[src/rtl/fifo_stream_drain.sv]
// Drains the team FIFO into a registered valid/ready stream.
// A 2-slot skid buffer sustains one word per cycle and absorbs sink backpressure.

package definitions;
  localparam int WIDTH = 8;
endpackage

module fifo_stream_drain #(
  parameter int WIDTH = definitions::WIDTH,
  parameter int CNT_W = 16
) (
  input  logic             clk,
  input  logic             reset,
  input  logic             enable,
  input  logic             fifo_empty,
  input  logic [WIDTH-1:0] fifo_out,
  input  logic             fifo_push,
  output logic             fifo_pop,
  output logic             m_valid,
  input  logic             m_ready,
  output logic [WIDTH-1:0] m_data,
  output logic [CNT_W-1:0] words_out,
  output logic [1:0]       dbg_state
);

  // Stream handshake: a word moves on every rising edge where m_valid && m_ready;
  // m_valid and m_data are registered and hold steady until that edge.

  typedef enum logic [1:0] {
    EMPTY = 2'd0,
    ONE   = 2'd1,
    TWO   = 2'd2
  } state_t;

  state_t           state_q, state_d;
  logic [WIDTH-1:0] slot0_q, slot1_q, slot0_d, slot1_d;
  logic [CNT_W-1:0] words_q;
  logic             drn;

  // Case equality makes any X on the controls resolve to "no pop".
  assign fifo_pop = (reset === 1'b0) && (enable === 1'b1) && (fifo_empty === 1'b0) &&
                    (fifo_push === 1'b0) && ((state_q == EMPTY) || (state_q == ONE));

  assign m_valid   = (state_q != EMPTY);
  assign m_data    = slot0_q;
  assign drn       = m_valid && m_ready;
  assign words_out = words_q;
  assign dbg_state = state_q;

  always_ff @(posedge clk or posedge reset) begin
    if (reset) begin
      state_q <= EMPTY;
      slot0_q <= '0;
      slot1_q <= '0;
      words_q <= '0;
    end else begin
      state_q <= state_d;
      slot0_q <= slot0_d;
      slot1_q <= slot1_d;
      if (drn) words_q <= words_q + CNT_W'(1);
    end
  end

  always_comb begin
    state_d = state_q;
    slot0_d = slot0_q;
    slot1_d = slot1_q;
    case (state_q)
      EMPTY: begin
        if (fifo_pop) begin
          state_d = ONE;
          slot0_d = fifo_out;
        end
      end
      ONE: begin
        if (fifo_pop && !drn) begin
          state_d = TWO;
          slot1_d = fifo_out;
        end else if (fifo_pop && drn) begin
          slot0_d = fifo_out;
        end else if (drn) begin
          state_d = EMPTY;
        end
      end
      TWO: begin
        // Pop is blocked here, so only a transfer can move the buffer.
        if (drn) begin
          state_d = ONE;
          slot0_d = slot1_q;
        end
      end
      default: state_d = EMPTY;
    endcase
  end

  always @(posedge clk) begin
    if (!reset) begin
      a_pop_push:  assert (!(fifo_pop && fifo_push));
      a_pop_empty: assert (!(fifo_pop && fifo_empty));
      a_count:     assert (state_q != 2'd3);
      a_valid_x:   assert (!$isunknown(m_valid));
      a_data_x:    assert (!m_valid || !$isunknown(m_data));
    end
  end

endmodule

[config.mk]
export PLATFORM = sky130hd
export DESIGN_NAME = fifo_stream_drain
export DESIGN_NICKNAME = d
export VERILOG_FILES = /design/src/rtl/fifo_stream_drain.sv
export SDC_FILE = /design/constraint.sdc
export NUM_CORES = 1
export LEC_CHECK = 0
export ABC_AREA = 1
export CORE_MARGIN = 4
export CORE_UTILIZATION = 54
export CTS_BUF_LIST = sky130_fd_sc_hd__clkbuf_4
export CTS_CLUSTER_SIZE = 20
export DETAILED_ROUTE_END_ITERATION = 7
export PLACE_DENSITY = 0.86
export SETUP_SLACK_MARGIN = 0.5
export SYNTH_ARGS = -nofsm -noshare
export SYNTH_HDL_FRONTEND = slang
export SYNTH_SLANG_ARGS = --single-unit
[constraint.sdc]
create_clock -name clk -period 4.25 [get_ports clk]
set_input_delay 0.85 -clock clk [delete_from_list [all_inputs] [get_ports clk]]
set_output_delay 0.85 -clock clk [all_outputs]
set_load 0.01 [all_outputs]
After elaboration in Yosys (flattened, before gate mapping)
Index checks and enable logic that the tools add are counted.
{"block": "op_classes", "n_addsub": 1, "n_mul": 0, "n_div": 0, "order_cmp": 0, "eq_ne": 12, "shift": 0, "n_mux": 11, "bitwise_logic": 0, "n_reduce_logical": 15}
{"operator": "2-to-1 mux 8 bit", "count": 4}
{"operator": "case mux 8 bit (3 select lines)", "count": 1}
{"operator": "adder 16 x 1 -> 16 bit (second input constant)", "count": 1}
{"operator": "2-to-1 mux 2 bit", "count": 5}
{"operator": "logical AND 1 bit", "count": 7}
{"operator": "!= test 2 bit (second input constant)", "count": 3}
{"operator": "case mux 2 bit (3 select lines)", "count": 1}
{"operator": "AND reduction 5 bit", "count": 1}
{"operator": "=== test 1 bit (second input constant)", "count": 4}
{"operator": "AND reduction 4 bit", "count": 1}
{"operator": "!= test 3 x 2 -> 1 bit (second input constant)", "count": 1}
{"operator": "!= test 3 bit (second input constant)", "count": 1}
{"operator": "nonzero test 3 bit", "count": 1}
{"operator": "equality test 2 x 1 -> 1 bit (second input constant)", "count": 1}
{"operator": "equality test 2 bit (second input constant)", "count": 1}
{"operator": "zero test 2 bit", "count": 1}
{"operator": "!= test 2 x 1 -> 1 bit (second input constant)", "count": 1}
{"operator": "AND reduction 2 bit", "count": 1}
{"operator": "nonzero test 2 bit", "count": 1}
{"operator": "zero test 1 bit", "count": 1}
{"operator": "logical OR 1 bit", "count": 1}
{"block": "word_totals", "reg_bits": 34, "latchBits": 0, "ram_bits": 0, "romBits": 0, "in_bits": 14, "output_inout_bits": 28, "elab_cells": 43, "n_memories": 0}

Depth between registers and ports, before layout
Gate-level depths: netlist of the first run.
{"block": "depth", "ltp_word": 9, "mapped_depth": 9, "ltp_nobuf": 8}

Least setup slack after synthesis of the first run
No wires, ideal clock.
{"block": "synth_path", "path_type": "input to output", "start": "input port reset", "end": "output port fifo_pop", "t_arrival_ns": 2.024, "required_ns": 3.400, "path_slack_ns": 1.376, "cell_stages": 5, "n_path_buf": 0, "cell_sequence": "inv_1 > nand2_1 > nor2_1 > nand2_2 > inv_1"}
{"block": "synth_between", "elab_chain_len": 5}
{"item": "start: declaration", "line_no": "13", "text": "input logic reset,"}
{"item": "=== test 1 bit", "line_no": "41", "text": "assign fifo_pop = (reset === 1'b0) && (enable === 1'b1) && (fifo_empty === 1'b0) &&"}
{"item": "logical AND 1 bit (3 in a row)", "line_no": "41"}
{"item": "logical AND 1 bit", "line_no": "42", "text": "(fifo_push === 1'b0) && ((state_q == EMPTY) || (state_q == ONE));"}
{"item": "end: declaration", "line_no": "18", "text": "output logic fifo_pop,"}
Every way passes these cells.

Worst setup path after layout of the first run
Ends and elaborated chain as after synthesis.

==> impl_metrics.ini, run 1 <==
[timing]
clock-skew-final_ns = 0.003361
tightest_slew_ns = 0.5287
fin_crit_ns = 3.064
rsz0062_at_grt = false
hold_violations = 0
finalSetupViolations = 0
fin_crit_sh_pct = 72.09
slew_viol_final = 0
timing.fmax_mhz = 326.4
tns_ns = 0
slew-limit-headroom_pct = 64.72

[critical_path]
endpoint = fifo_pop
reg2regPathDepth = 6
cp_slowest_stage_delay_ns = 0.52
cp_slowest_cell = clkdlybuf4s50_1
cpLargestDelayFamily = buffers and inverters
critPathLaunchType = primary input
worst_setup_path_end_kind = primary output
crit_arrival_ns = 2.21
rr_startpoint = dbg_state[1]$_DFFE_PP0P_
cp.depth = 7
worstPathMaxFanout = 6
regToRegSetupSlack_ns = 2.51
startpoint = reset
crit_required_ns = 3.40
r2r_end = words_out[9]$_DFFE_PP0P_
cp.buffers_inverters = 4
crit_chain = clkdlybuf4s50_1 > inv_1 > nand2_1 > nor2_1 > nand2_2 > inv_1 > clkdlybuf4s50_1
crit_type = in2out

[status]
status = complete, no violations

[routing]
detailroute.via_count = 1422
routed_wl_mm = 3.559
drt_iter0_markers = 67
top_layer = met4
drc_errors = 0
viasPerCell = 4.920
wl_per_cell_um = 12.31
antenna_left = 0
drt-pass1-iter-count = 4
m1WireLength_mm = 1.604
wl_met2_mm = 1.682
dr_wl_met3_um = 171

[pwr]
p_per_area_nw_per_um2 = 481.5
p_int_mw = 0.6909
pwr-share-seq_pct = 46.8
p_leak_nw = 1.111
power_mw = 1.057
pwr-share-clk_pct = 16.9
peakVddDrop_mv = 0.3103
p_sw_share_pct = 34.65
power_frac_comb_pct = 36.3
p_sw_mw = 0.3663

[clock_tree]
clock_sinks = 34
path_clk_slew_ns = 0.10
cts_tree = done
insertion_delay_ns = 0.33
cts-resized-gates = 0
cts_buffers = 5
holdBufCountCts = 0
h-tree-depth = 2
cts_buffer_depth = 2
post-cts-setup-buffers = 0
cts_root_buf = clkbuf_4

[hold_path]
hold_class = reg2reg

[placement]
io_buffer_count = 41
dp_hpwl_mm = 2.636
place_congestion = 0.8341

[logic_synthesis]
syn_inst = 197
ys_ff_latch = 34
synth_warnings = 0
avgSynthCellArea_um2 = 8.587
synthFlopType = dfrtp_1
synth_cell_type_count = 23
async_reset_ff_share_pct = 100.0
yosysSeqAreaShare_pct = 50.30
synth_fp_nets = 212
synth_edf_count = 0
syn-cell-area_um2 = 1692

[die]
num_rows = 20
die_area_um2 = 4092
die_h_um = 63.97
core_area_um2 = 3028
floorplan.initialDensity_pct = 55.87
io_pins = 42
die_w_um = 63.97

[grt]
grt_pass1_wl_mm = 6.106
antenna_found_initial = 0
grt_pass1_vias = 1379
grt_overflow = 0
grt_max_degree = 35
grt.total_usage_pct = 19.20

[final_layout]
nets = 259
drive_above_1_share_pct = 8.571
n_fill_cell = 249
diodes = 0
area_growth_pct = 29.81

[run]
maxCapViolations = 0
-- synth_stat cells, types with 2 or more instances --
cell type	count	area share (%)
nand3_1	7	2.1
o21ai_2	2	1.0
xnor2_1	4	2.1
nand2_2	2	0.74
nor2_1	14	3.1
buf_6	2	1.3
nand4_1	4	1.5
xor2_1	6	3.1
nand2_1	72	16
inv_1	19	4.2
mux2i_1	8	4.7
nor2_2	3	1.1
nor2_4	2	1.3
dfrtp_1	34	50
o21ai_0	10	3.0
-- cells in the final DEF (no fill, tap or decap), drive strengths merged --
master         netlist  routed
buf                  2       1
nand4                5       5
o21ai               13      13
xor2                 6       6
nor2                19      19
inv                 20      20
clkinv               0       2
xnor2                4       4
mux2i                8       8
nor3                 1       1
dfrtp               34      34
ha                   1       1
clkdlybuf4s50        0      41
nand2               75      75
clkbuf               0       6
nand3                8       8
o211ai               1       1
-- worst min-delay path, cell delays in order, from the launching register on --
cell	delay (ns)
dfrtp_1	0.36
nand2_1	0.05
nand2_1	0.05
-- how the worst min path moves through the flow --
stage                      startpoint  slack [ns]  depth (start not counted)                endpoint
2_1_floorplan  slot1_q[0]$_DFFE_PP0P_        0.44                          2  slot1_q[0]$_DFFE_PP0P_
3_3_place_gp   slot1_q[2]$_DFFE_PP0P_        0.45                          2  slot1_q[2]$_DFFE_PP0P_
3_5_place_dp   slot1_q[0]$_DFFE_PP0P_        0.46                          2  slot1_q[0]$_DFFE_PP0P_
4_1_cts        slot1_q[0]$_DFFE_PP0P_        0.48                          2  slot1_q[0]$_DFFE_PP0P_
5_1_grt        slot1_q[0]$_DFFE_PP0P_        0.51                          2  slot1_q[0]$_DFFE_PP0P_
6_report       slot1_q[0]$_DFFE_PP0P_        0.48                          2  slot1_q[0]$_DFFE_PP0P_
-- power groups by stage --
stage                     Sequential, mW  Clock (mW)  Combinational (mW)
after floorplan                    0.523           0               0.172
after detailed placement           0.500           0               0.389
after global placement             0.496           0               0.379
final                              0.495       0.179               0.384
after CTS                          0.493       0.182               0.389
after global routing               0.512       0.199               0.428
-- metrics by stage --
| stage | utilization, % | instance area [um2] | setup WS, ns | instances | hold slack [ns] |
|---|---|---|---|---|---|
| 2_1_floorplan | - | 1692 | 1.376 | 197 | 0.4412 |
| 3_3_place_gp | 70.74 | 2142 | 1.186 | 281 | 0.4525 |
| 3_5_place_dp | 70.74 | 2142 | 1.182 | 281 | 0.4583 |
| 4_1_cts | 72.52 | 2196 | 1.180 | 289 | 0.4820 |
| 5_1_grt | 72.52 | 2196 | 1.077 | 289 | 0.5126 |
| 6_report | 72.52 | 2196 | 1.186 | 289 | 0.4817 |
-- kinds of logic (layout without fill, tap and decap cells) --
group / after synthesis / after routing / synth area share (%)
adder cells (fa/ha/maj): 1 / 1 / 0.7395
buffers and inverters: 22 / 70 / 5.769
flip-flops: 34 / 34 / 50.30
AO/OA/AOI/OAI: 14 / 14 / 4.734
XOR/XNOR: 10 / 10 / 5.177
AND/OR/NAND/NOR: 108 / 108 / 28.55
multiplexers: 8 / 8 / 4.734
-- metal layers --
layer	vias up	track usage [%]
li1	717	-
met3	12	5.272
met4	0	9.434
met2	39	30.06
met1	654	24.37
met5	-	0
-- state kept, by name, summed over array words and instances, names as in the netlist --
signal     count
dbg_state      2
m_data         8
words_out     16
slot1_q        8
-- final cells by class --
type	instances	area (um2)	share of cell area, %
Tap cell	44	55.05	2.507
Timing Repair Buffer	42	417.9	19.03
Inverter	20	75.07	3.419
Clock inverter	2	8.758	0.3989
Sequential cell	34	850.8	38.75
Clock buffer	6	45.04	2.051
Multi-Input combinational cell	141	743.2	33.85
Note: power is estimated with default switching activity, not from simulation.
==> inputs of run 2 (changes only) <==
--- a/config.mk
+++ b/config.mk
@@ -7,11 +7,11 @@
 export LEC_CHECK = 0
 export ABC_AREA = 1
 export CORE_MARGIN = 4
-export CORE_UTILIZATION = 54
+export CORE_UTILIZATION = 46
 export CTS_BUF_LIST = sky130_fd_sc_hd__clkbuf_4
 export CTS_CLUSTER_SIZE = 20
 export DETAILED_ROUTE_END_ITERATION = 7
-export PLACE_DENSITY = 0.86
+export PLACE_DENSITY = 0.78
 export SETUP_SLACK_MARGIN = 0.5
 export SYNTH_ARGS = -nofsm -noshare
 export SYNTH_HDL_FRONTEND = slang
==> constraint.sdc (replaced) <==
create_clock -name clk -period 2.55 [get_ports clk]
set_input_delay 0.51 -clock clk [delete_from_list [all_inputs] [get_ports clk]]
set_output_delay 0.51 -clock clk [all_outputs]
set_load 0.01 [all_outputs]
==> run 2 against run 1 <==
  * Via count fell by 1.8%
  * Sequential power increased by 68%
  * Register-to-register slack lost 1.5 ns
  * Worst hold slack got worse by 0.037 ns
  * First-iteration DRC count rose by 51%
  * Critical path type is now reg2out
  * Largest power group unchanged
==> impl_metrics.ini, run 2 (synthesis gave the netlist of run 1 again) <==
[grt]
grtUsageMet1_pct = 21.96
grt.total_usage_pct = 17.02
grt_pass1_vias = 1284
use_met2_pct = 26.10
grt_overflow = 0
antenna_found_initial = 0
grt_busiest_layer = met2
grt_max_degree = 35
grt_pass1_wl_mm = 5.816
grt.met3_usage_pct = 4.376

[final_layout]
final_common_cell = nand2_1
nets = 261
area_growth_pct = 30.55
diodes = 0
drive_above_1_share_pct = 10.61
largest_reg_flops = 16
final_cell_mix = 72 x nand2_1, 39 x clkdlybuf4s50_1, 33 x dfrtp_1

[critical_path]
worst_setup_path_end_kind = primary output
reg2regPathDepth = 6
regToRegSetupSlack_ns = 1.02
rr_startpoint = dbg_state[1]$_DFFE_PP0P_
cpLargestDelayFamily = buffers and inverters
crit_chain = nor2_2 > inv_1 > clkdlybuf4s50_1
crit_arrival_ns = 1.49
crit_required_ns = 2.04
critPathLaunchType = flop
worstPathMaxFanout = 5
cp.buffers_inverters = 2
r2r_end = dbg_state[0]$_DFFE_PP0P_
crit_type = reg2out
cp_slowest_cell = clkdlybuf4s50_1
cp_slowest_stage_delay_ns = 0.48

[routing]
routed_wl_mm = 3.563
drt-pass1-iter-count = 4
drt_iter0_markers = 101
antenna_left = 0
wl_per_cell_um = 12.24
detailroute.via_count = 1396
drc_errors = 0
viasPerCell = 4.797

[clock_tree]
h-tree-depth = 2
clock_sinks = 34
path_clk_slew_ns = 0.09
cts_buffers = 5
cts_buffer_depth = 2
cts_root_buf = clkbuf_4
cts_tree = done
insertion_delay_ns = 0.33
post-cts-setup-buffers = 0

[die]
die_area_um2 = 4711
io_pins = 42
die_h_um = 68.64
core_area_um2 = 3442
die_w_um = 68.64
floorplan.initialDensity_pct = 49.15
num_rows = 21

[placement]
io_buffer_count = 41
place_ws_ns = 0.2075
dp_hpwl_mm = 2.636
place_congestion = 0.7837

[pwr]
p_per_area_nw_per_um2 = 784.3
p_leak_nw = 1.111
power_mw = 1.732
peakVddDrop_mv = 0.3959

[timing]
fin_crit_sh_pct = 78.27
timing.fmax_mhz = 501.0
setup_slack_ns = 0.5540
slew_viol_final = 0
hold_violations = 0
tightest_slew_ns = 0.5471
clock-skew-final_ns = 0.002396
slew-limit-headroom_pct = 63.14
finalSetupViolations = 0
rsz0062_at_grt = false
fin_crit_ns = 1.996
tns_ns = 0

[hold_path]
hold_class = in2async

[run]
maxCapViolations = 0

[status]
status = complete, no violations
run 2: changes by cell type in the layout (fill, tap and decap cells not counted), moves of 2 or more:
cell,change
buf_4,+2
nor2_1,-2
clkdlybuf4s50_1,-2
nor2_2,+2
inv_1,-2
dlygate4sd2_1,+2
run 2: worst reg2reg max path, cell delays in order (launching register included):
cell     delay (ns)
dfrtp_2        0.46
o21ai_0        0.48
o21ai_0        0.19
nand2_1        0.11
o21ai_0        0.08
nand2_1        0.07
nand2_1        0.04
run 2: where the power goes:
group / internal, mW / leakage, nW / switching (mW)
Sequential: 0.703 / 0.437 / 0.128
Clock: 0.0940 / 0.0246 / 0.166
Combinational: 0.341 / 0.650 / 0.301
Total: 1.14 / 1.11 / 0.594
run 2: how the worst max path moves through the flow:
stage	start	endpoint	slack, ns	cells past startpoint
2_1_floorplan	reset	fifo_pop	0.60	5
3_3_place_gp	reset	fifo_pop	0.23	7
3_5_place_dp	reset	fifo_pop	0.21	7
4_1_cts	dbg_state[1]$_DFFE_PP0P_	m_valid	0.50	3
5_1_grt	dbg_state[1]$_DFFE_PP0P_	m_valid	0.49	3
6_report	dbg_state[1]$_DFFE_PP0P_	m_valid	0.55	3
run 2: stage by stage:
stage | cells | instance area, um2 | util, % | hold slack (ns)
6_report | 291 | 2208 | 64.16 | 0.4443
5_1_grt | 291 | 2208 | 64.16 | 0.4753
4_1_cts | 291 | 2202 | 63.98 | 0.4512
3_5_place_dp | 285 | 2163 | 62.85 | 0.4572
3_3_place_gp | 285 | 2163 | 62.85 | 0.4522
2_1_floorplan | 197 | 1695 | - | 0.4412
run 2: routing by layer:
metal  up-vias  share of wire (%)
met5         -                  0
met4         0                2.2
met3         4                5.7
met2        36                 45
met1       641                 47
li1        715                  -
run 2: final cells by class:
| cell class | count | area, um2 |
|---|---|---|
| Sequential cell | 34 | 852.1 |
| Clock buffer | 5 | 37.54 |
| Inverter | 20 | 78.83 |
| Clock inverter | 1 | 3.754 |
| Tap cell | 46 | 57.56 |
| Timing Repair Buffer | 44 | 430.4 |
| Fill cell | 312 | 1234 |
| Multi-Input combinational cell | 141 | 748.2 |
run 2: what timing repair did:
item / 4_1_cts / 5_1_grt
endpoints found under the setup margin: 1 / 2
gates cloned: 0 / 0
pin swaps: 0 / 0
hold buffers: 0 / 0
gates resized for setup: 2 / 4
